[config.mk]
export PLATFORM = sky130hd
export DESIGN_NAME = piso_serializer
export DESIGN_NICKNAME = d
export VERILOG_FILES = /design/src/rtl/ser_pkg.sv /design/src/rtl/piso_serializer.sv
export SDC_FILE = /design/constraint.sdc
export NUM_CORES = 1
export LEC_CHECK = 0
export BUFFER_PORTS_ARGS = -buffer_cell sky130_fd_sc_hd__buf_2
export CORE_MARGIN = 1.5
export CORE_UTILIZATION = 30
export DETAILED_ROUTE_END_ITERATION = 8
export PLACE_DENSITY = 0.48
export SLEW_MARGIN = 20
export SYNTH_ARGS = -nofsm -noshare
export SYNTH_HDL_FRONTEND = slang
export SYNTH_SLANG_ARGS = --single-unit
[constraint.sdc]
create_clock -name clk -period 1.5 [get_ports clk]
set_input_delay 0.15 -clock clk [delete_from_list [all_inputs] [get_ports clk]]
set_output_delay 0.15 -clock clk [all_outputs]
set_load 0.05 [all_outputs]
[src/rtl/ser_pkg.sv]
// ser_pkg: shared types and constants for the serializer
package ser_pkg;
  typedef enum logic {IDLE, SHIFT} state_t;
  localparam logic IDLE_LEVEL_DEF = 1'b0;
  function automatic int cnt_w(input int w);
    return $clog2(w) < 1 ? 1 : $clog2(w);
  endfunction
endpackage

[src/rtl/piso_serializer.sv]
// piso_serializer: valid/ready parallel-in, serial-out with a one-word holding register
module piso_serializer
  import ser_pkg::*;
#(
  parameter int   WIDTH      = 4,
  parameter bit   MSB_FIRST  = 1'b1,
  parameter logic IDLE_LEVEL = IDLE_LEVEL_DEF
) (
  input  logic             clk,
  input  logic             rst,
  input  logic [WIDTH-1:0] in_data,
  input  logic             in_valid,
  output logic             in_ready,
  input  logic             en,
  output logic             sout,
  output logic             sout_valid,
  output logic             frame_start,
  output logic             busy
);
  localparam int CW = cnt_w(WIDTH);
  localparam logic [CW-1:0] CMAX = CW'(WIDTH - 1);
  state_t           state;
  logic [WIDTH-1:0] sreg, hold;
  logic [CW-1:0]    cnt;
  logic             hold_full;
  logic             accept;
  assign in_ready = !hold_full && !rst;
  assign accept   = in_valid && in_ready;
  // accept needs !hold_full, so it never collides with a hold drain below
  always_ff @(posedge clk) begin
    if (rst) begin
      state     <= IDLE;
      hold_full <= 1'b0;
      sreg      <= '0;
      cnt       <= '0;
    end else begin
      if (accept) begin
        hold      <= in_data;
        hold_full <= 1'b1;
      end
      if (state == IDLE) begin
        if (hold_full) begin
          sreg      <= hold;
          hold_full <= 1'b0;
          cnt       <= CMAX;
          state     <= SHIFT;
        end
      end else if (en) begin
        if (cnt != '0) begin
          sreg <= MSB_FIRST ? {sreg[WIDTH-2:0], 1'b0} : {1'b0, sreg[WIDTH-1:1]};
          cnt  <= cnt - CW'(1);
        end else if (hold_full) begin
          sreg      <= hold;
          hold_full <= 1'b0;
          cnt       <= CMAX;
        end else begin
          state <= IDLE;
        end
      end
    end
  end
  assign sout        = (state == SHIFT) ? (MSB_FIRST ? sreg[WIDTH-1] : sreg[0]) : IDLE_LEVEL;
  assign sout_valid  = state == SHIFT;
  assign frame_start = (state == SHIFT) && (cnt == CMAX);
  assign busy        = (state == SHIFT) || hold_full;
endmodule

==> summary.md, run 1 <==
| Metric | Value |
|---|---|
| Status | `completed` |
| Ranking of synthesized cells by area | `dfxtp_1 28%, edfxtp_1 21%, nor2b_1 5.4%` |
| Number of remaining DRC errors | `0` |
| H-tree depth reported by CTS | `1` |
| Worst path max stage delay | `a little under 600 ps` |
| Worst slew margin | `just over 70%` |
| Clock network power share | `roughly 29%` |
| Post-synth top area share | `between 20% and 30%` |
| Synth area leader | `dfxtp_1` |
| Syn-to-layout area delta | `18.4%` |
| Maximum clock rate | `between 600 and 700 MHz` |
| Switching share of power | `28.3%` |
| Final WS setup | `69.7 ps` |
| Post-route ant nets | `0` |
| Leakage | `between 0.2 and 0.3 nW` |
| Total design power | `~0.69 mW` |
| Avg Inst Size Synth | `around 10 µm²` |
| CP Cell Sequence | `or2_2 > buf_2` |
| Post-layout min period | `approximately 1400 ps` |
| Slew at the pin with the worst max-slew slack | `approximately 420 ps` |
| First-pass GRT wire length | `1.77 mm` |
| PD cells | `about 1000 mW/mm²` |
| Worst-path clk slew | `roughly 70 ps` |
| Die area | `roughly 0.0022 mm²` |
| WS Path Type | `flop to primary output` |
| Seq/Total Area, Yosys | `between 40% and 50%` |
| Vert. Die Dim | `between 40 and 50 µm` |
| Via count | `between 400 and 500` |
| Syn Nets | `64` |
| Core area | `0.00176 mm²` |
| Num rows | `15` |
| FF/Latch Area | `between 200 and 300 µm²` |
| Max_cap viols | `0` |
| Cell-internal power | `roughly 0.50 mW` |
| Fin Setup TNS | `0 ps` |
| Die Wd | `approximately 47 µm` |
| Post CTS Setup Buffer Count | `0` |
| Worst min path class | `input port to flop` |
| Drt pass-1 iters | `4` |
| Worst IR Drop VDD | `roughly 0.55 mV` |
| Crit path arrival time | `approximately 1300 ps` |
| Antenna diodes | `0` |
| Setup Slack @ Placement | `about 350 ps` |
| CTS tree | `built` |
| Final hold vios | `0` |
| Finished Core Util | `around 39%` |
| Clock buffer depth | `2` |
| CTS hold repair buffers | `0` |
| Starting Density | `~33%` |
| Nets | `roughly 80` |
| Hold Slack | `about 51 ps` |
| Vias in the first global route | `about 420` |
| Post-Syn Area | `about 580 µm²` |
| Post-DP HPWL | `about 830 µm` |
| CP endpoint kind | `primary output` |
| Fin. max-slew vios | `0` |
| Gp weighted congestion | `between 0.7 and 0.8` |
| Initial antenna violation count | `0` |
| CTS sink count | `12` |
| Vias per cell | `4.61` |
| Flop2flop setup slack | `370 ps` |
| CP required | `1350 ps` |
| Share of cells above drive strength 1 | `between 30% and 40%` |
| Crit-path max FO | `10` |
| Slowest-stage cell, CP | `dfxtp_1` |
| Total Routing Usage GR | `12.0%` |
| Syn. warnings | `0` |
| Unrepaired setup endpoints after global routing | `false` |
| Fillers | `between 200 and 250` |
| DRT Wirelength | `~1.1 mm` |
| Logic pwr share | `between 10% and 20%` |
| Clk_lat worst skew | `between 200 and 300 ps` |
| CP startpoint kind | `flop` |
| Largest net degree at the start of global routing | `13` |
| Worst clock skew | `0.339 ps` |
| Post_cts resized | `0` |
| Post-Syn Instances | `between 50 and 60` |
| Final setup viols | `0` |
| CTS root buffer | `clkbuf_4` |
| Synth Register Bits | `12` |
| Post-route clock period utilization | `95.4%` |
| Wire length per cell | `approximately 12 µm` |
| GRT overflow | `0` |
| Sequential power share | `54.5%` |
| Yosys cell types | `24` |
| TritonCTS buffer count | `3` |
| # IOs | `13` |
| Multi-input logic area | `270 µm²` |
| Sw Pwr | `0.196 mW` |
| Port bufs | `12` |
| Iteration-0 DRC Markers | `2` |
==> final timing paths <==
check | startpoint | to | depth (start not counted)
setup / recovery | hold_full | busy | 2
hold / removal | in_data[3] | hold[3] | 1
setup reg to reg | hold_full | hold[0] | 2
hold reg to reg | sreg[0] | sreg[0] | 2
==> layout by cell type (no fill, tap or decap), types with 3 or more instances in the layout <==
master    count
a21oi_1       3
nor2b_1       5
a31oi_1       3
buf_2        12
o32ai_1       3
clkbuf_4      3
dfxtp_1       7
edfxtp_1      4
nand2_1       4
mux2i_1       3
==> synth_stat cells <==
| library cell | instances |
|---|---|
| dfxtp_1 | 8 |
| nor2b_1 | 5 |
| edfxtp_1 | 4 |
| nand2_1 | 4 |
| a21oi_1 | 3 |
| a31oi_1 | 3 |
| buf_4 | 3 |
| mux2i_1 | 3 |
| o32ai_1 | 3 |
| and2_1 | 2 |
| inv_1 | 2 |
| nor2_1 | 2 |
| o21a_1 | 2 |
| o21ai_0 | 2 |
| a21boi_2 | 1 |
| a221oi_2 | 1 |
| and3_2 | 1 |
| nand2b_1 | 1 |
| nand3b_1 | 1 |
| nor2_2 | 1 |
| o221a_1 | 1 |
| or2_1 | 1 |
| or2_2 | 1 |
| xnor2_1 | 1 |
==> kinds of logic after synthesis <==
family	count (synthesis)	share of synthesized area, %
AO/OA/AOI/OAI	16	21.2
XOR/XNOR	1	1.52
buffers and inverters	5	5.20
flip-flops	12	48.5
multiplexers	3	5.20
AND/OR/NAND/NOR	19	18.4
==> layout make-up <==
cell class	count	area share, %
Sequential cell	12	41.1
Multi-Input combinational cell	39	39.5
Timing Repair Buffer	13	9.87
Tap cell	25	4.57
Clock buffer	3	3.29
Inverter	2	1.10
Clock inverter	1	0.548
==> stage by stage <==
step           area, µm²  instances
5_1_grt              684         95
3_3_place_gp         657         91
4_1_cts              683         95
6_report             684         95
2_1_floorplan        581         56
3_5_place_dp         657         91
==> flip-flops by register name (all words and copies together) (netlist names) <==
name / cells
sreg: 4
hold_full: 1
sout_valid: 1
hold: 4
cnt: 2
==> metal layers <==
| layer | wire, µm | vias to the layer above | global-route usage [%] | share of wire (%) |
|---|---|---|---|---|
| met2 | 479 | 11 | 18.1 | 44 |
| met5 | 0 | - | 0 | 0 |
| met3 | 64 | 2 | 6.92 | 5.8 |
| li1 | - | 231 | - | - |
| met4 | 12 | 0 | 5.00 | 1.1 |
| met1 | 544 | 194 | 14.1 | 49 |
==> power by group through the flow <==
stage | Sequential [mW] | Clock, mW | Combinational [mW]
floorplan | 0.378 | 0 | 0.0898
global placement | 0.385 | 0 | 0.114
detailed placement | 0.385 | 0 | 0.113
CTS | 0.377 | 0.217 | 0.114
global route | 0.380 | 0.232 | 0.122
finish | 0.378 | 0.203 | 0.112
==> worst max-delay path: cells and delay by family (launching register included) <==
kind	cells	cell delay [ps]
DFF	1	580
and+or+nand+nor	1	180
buffers and inverters	1	250
Note: power is estimated with default switching activity, not from simulation.
==> run 2: changes to the inputs <==
Settings changed: CORE_UTILIZATION 30 to 25, PLACE_DENSITY 0.48 to 0.42.
==> run 2 against run 1 <==
Net effect:
- flip-flop and latch count is the same
- power is 1.3% higher
- global-route usage fell by 1.6 points
- clock skew rose by 0.98 ps
- combinational power grew 7%
- core utilization shrank 7.0 points
- final cell count is 4.2% higher
- hold slack improved by 2.5 ps
- clock power grew 3%
- clock-buffer cell count rose by 1
- design area is 1.6% higher
- wire length increased by 3.0%
- critical path type unchanged
==> summary.md, run 2 (synthesized netlist as in run 1, its figures left out) <==
| Metric | Value |
|---|---|
| Core area | `about 0.0022 mm²` |
| Port bufs | `12` |
| CP required | `approximately 1400 ps` |
| WS Path Type | `flop to primary output` |
| Die area | `0.00261 mm²` |
| Num rows | `17` |
| Switching share of power | `27.9%` |
| Nets | `80` |
| Cell-internal power | `between 0.5 and 0.6 mW` |
| Crit path arrival time | `around 1200 ps` |
| Top Registers | `hold (4), sreg (4), cnt (2)` |
| Post-layout min period | `about 1400 ps` |
| DRT Wirelength | `1.13 mm` |
| TritonCTS buffer count | `3` |
| Worst-path clk slew | `80 ps` |
| Worst IR Drop VDD | `roughly 0.44 mV` |
| Max_cap viols | `0` |
| Worst clock skew | `about 1.3 ps` |
| Sequential power share | `53.1%` |
| Flop2flop setup slack | `roughly 420 ps` |
| GRT overflow | `0` |
| CTS root buffer | `clkbuf_4` |
| Worst slew margin | `84.2%` |
| Post-route ant nets | `0` |
| Syn-to-layout area delta | `20.3%` |
| Worst hold endpoint | `hold[0]` |
| Sw Pwr | `0.196 mW` |
| Number of remaining DRC errors | `0` |
| Via count | `roughly 450` |
| First-pass GRT wire length | `~2 mm` |
| H-tree depth reported by CTS | `1` |
| Commonest non-fill, non-tap cell in the layout | `buf_2` |
| Unrepaired setup endpoints after global routing | `false` |
| Maximum clock rate | `between 700 and 800 MHz` |
| Status | `completed` |
| Worst r2r dst | `hold[2]` |
| CP endpoint kind | `primary output` |
| Vert. Die Dim | `51.1 µm` |
| Vias in the first global route | `approximately 440` |
| Largest net degree at the start of global routing | `13` |
| Clock network power share | `29.8%` |
| CTS sink count | `12` |
| Drt pass-1 iters | `4` |
| Initial antenna violation count | `0` |
| Worst Hold Depth | `1` |
| CP startpoint kind | `flop` |
| Reg2Reg Launch Point | `hold_full` |
| Clk_lat worst skew | `about 270 ps` |
| Final setup viols | `0` |
| Fin Setup TNS | `0 ps` |
| Leakage | `between 0.2 and 0.3 nW` |
| Commonest cells after routing, fill and taps aside | `12 x buf_2, 7 x dfxtp_1, 5 x nor2b_1, 4 x nand2_1, 4 x edfxtp_1` |
| Starting Density | `a little over a quarter` |
| Clock buffer depth | `2` |
| PD cells | `between 1000 and 1500 mW/mm²` |
| Fin. max-slew vios | `0` |
| Gp weighted congestion | `between 0.6 and 0.7` |
| # IOs | `13` |
| Dpl cells | `95` |
| Worst r2r path cells | `3` |
| Slew at the pin with the worst max-slew slack | `about 240 ps` |
| Logic pwr share | `between 15 and 20%` |
| Non-Filler Instances | `just under 100` |
| Antenna diodes | `0` |
| Worst Hold Launch | `in_data[0]` |
| Total Routing Usage GR | `a little over a tenth` |
| Die Wd | `about 50 µm` |
| Post CTS Setup Buffer Count | `0` |
| Crit-path max FO | `7` |
| Worst min path class | `input port to flop` |
| Wire length per cell | `between 10 and 15 µm` |
| Share of cells above drive strength 1 | `33.8%` |
| Iteration-0 DRC Markers | `5` |
| CTS tree | `built` |
| Post-route clock period utilization | `between 90% and 100%` |
| Final hold vios | `0` |
| Vias per cell | `between 4 and 5` |
| Post-DP HPWL | `833 µm` |
==> run 2: area by class of cell <==
type	instances	area, µm²
tap	28	35.0
multi-input combinational	39	270
sequential	12	282
fill	224	1500
timing repair buffer	14	75.1
clock buffer	4	26.3
inverter	2	7.51
==> run 2: what timing repair did <==
item | in CTS | in global routing
endpoints found under the setup margin | 0 | 1
hold buffers | 0 | 0
resized for setup | 0 | 1
hold endpoints to repair | 0 | 0
==> run 2: worst max path at each step <==
| stage | cells after the start | end | start |
|---|---|---|---|
| 2_1_floorplan | 3 | hold[0] | hold_full |
| 3_3_place_gp | 2 | frame_start | sout_valid |
| 3_5_place_dp | 2 | frame_start | sout_valid |
| 4_1_cts | 2 | frame_start | sout_valid |
| 5_1_grt | 3 | busy | hold_full |
| 6_report | 3 | busy | hold_full |
==> run 2: critical path: stages, from the launching register on <==
cell	delay, ps
dfxtp_1	310
buf_4	150
or2_2	270
buf_2	210
==> run 2: power by group through the flow <==
| stage | Clock [mW] | Sequential, mW | Combinational, mW |
|---|---|---|---|
| finish | 0.209 | 0.373 | 0.120 |
| global route | 0.236 | 0.376 | 0.131 |
| CTS | 0.218 | 0.373 | 0.121 |
| detailed placement | 0 | 0.380 | 0.120 |
| global placement | 0 | 0.381 | 0.121 |
| floorplan | 0 | 0.378 | 0.0898 |
==> run 2: metrics by stage <==
| step | setup WS, ps | instance area (µm²) | power, mW | hold WS, ps | utilization (%) |
|---|---|---|---|---|---|
| floorplan | 11.2 | 581 | 0.468 | 216 | - |
| global placement | 378 | 668 | 0.502 | 326 | 30.5 |
| detailed placement | 342 | 668 | 0.500 | 328 | 30.5 |
| CTS | 35.4 | 694 | 0.711 | 42.4 | 31.7 |
| global route | 82.8 | 696 | 0.744 | 35.5 | 31.8 |
| finish | 133 | 696 | 0.702 | 53.1 | 31.8 |
==> run 2: routing by layer <==
| metal | global-route usage, % | share of wire (%) |
|---|---|---|
| met1 | 13.9 | 50 |
| met2 | 14.9 | 43 |
| met3 | 3.51 | 5.3 |
| met4 | 5.41 | 1.1 |
| met5 | 0 | 0 |
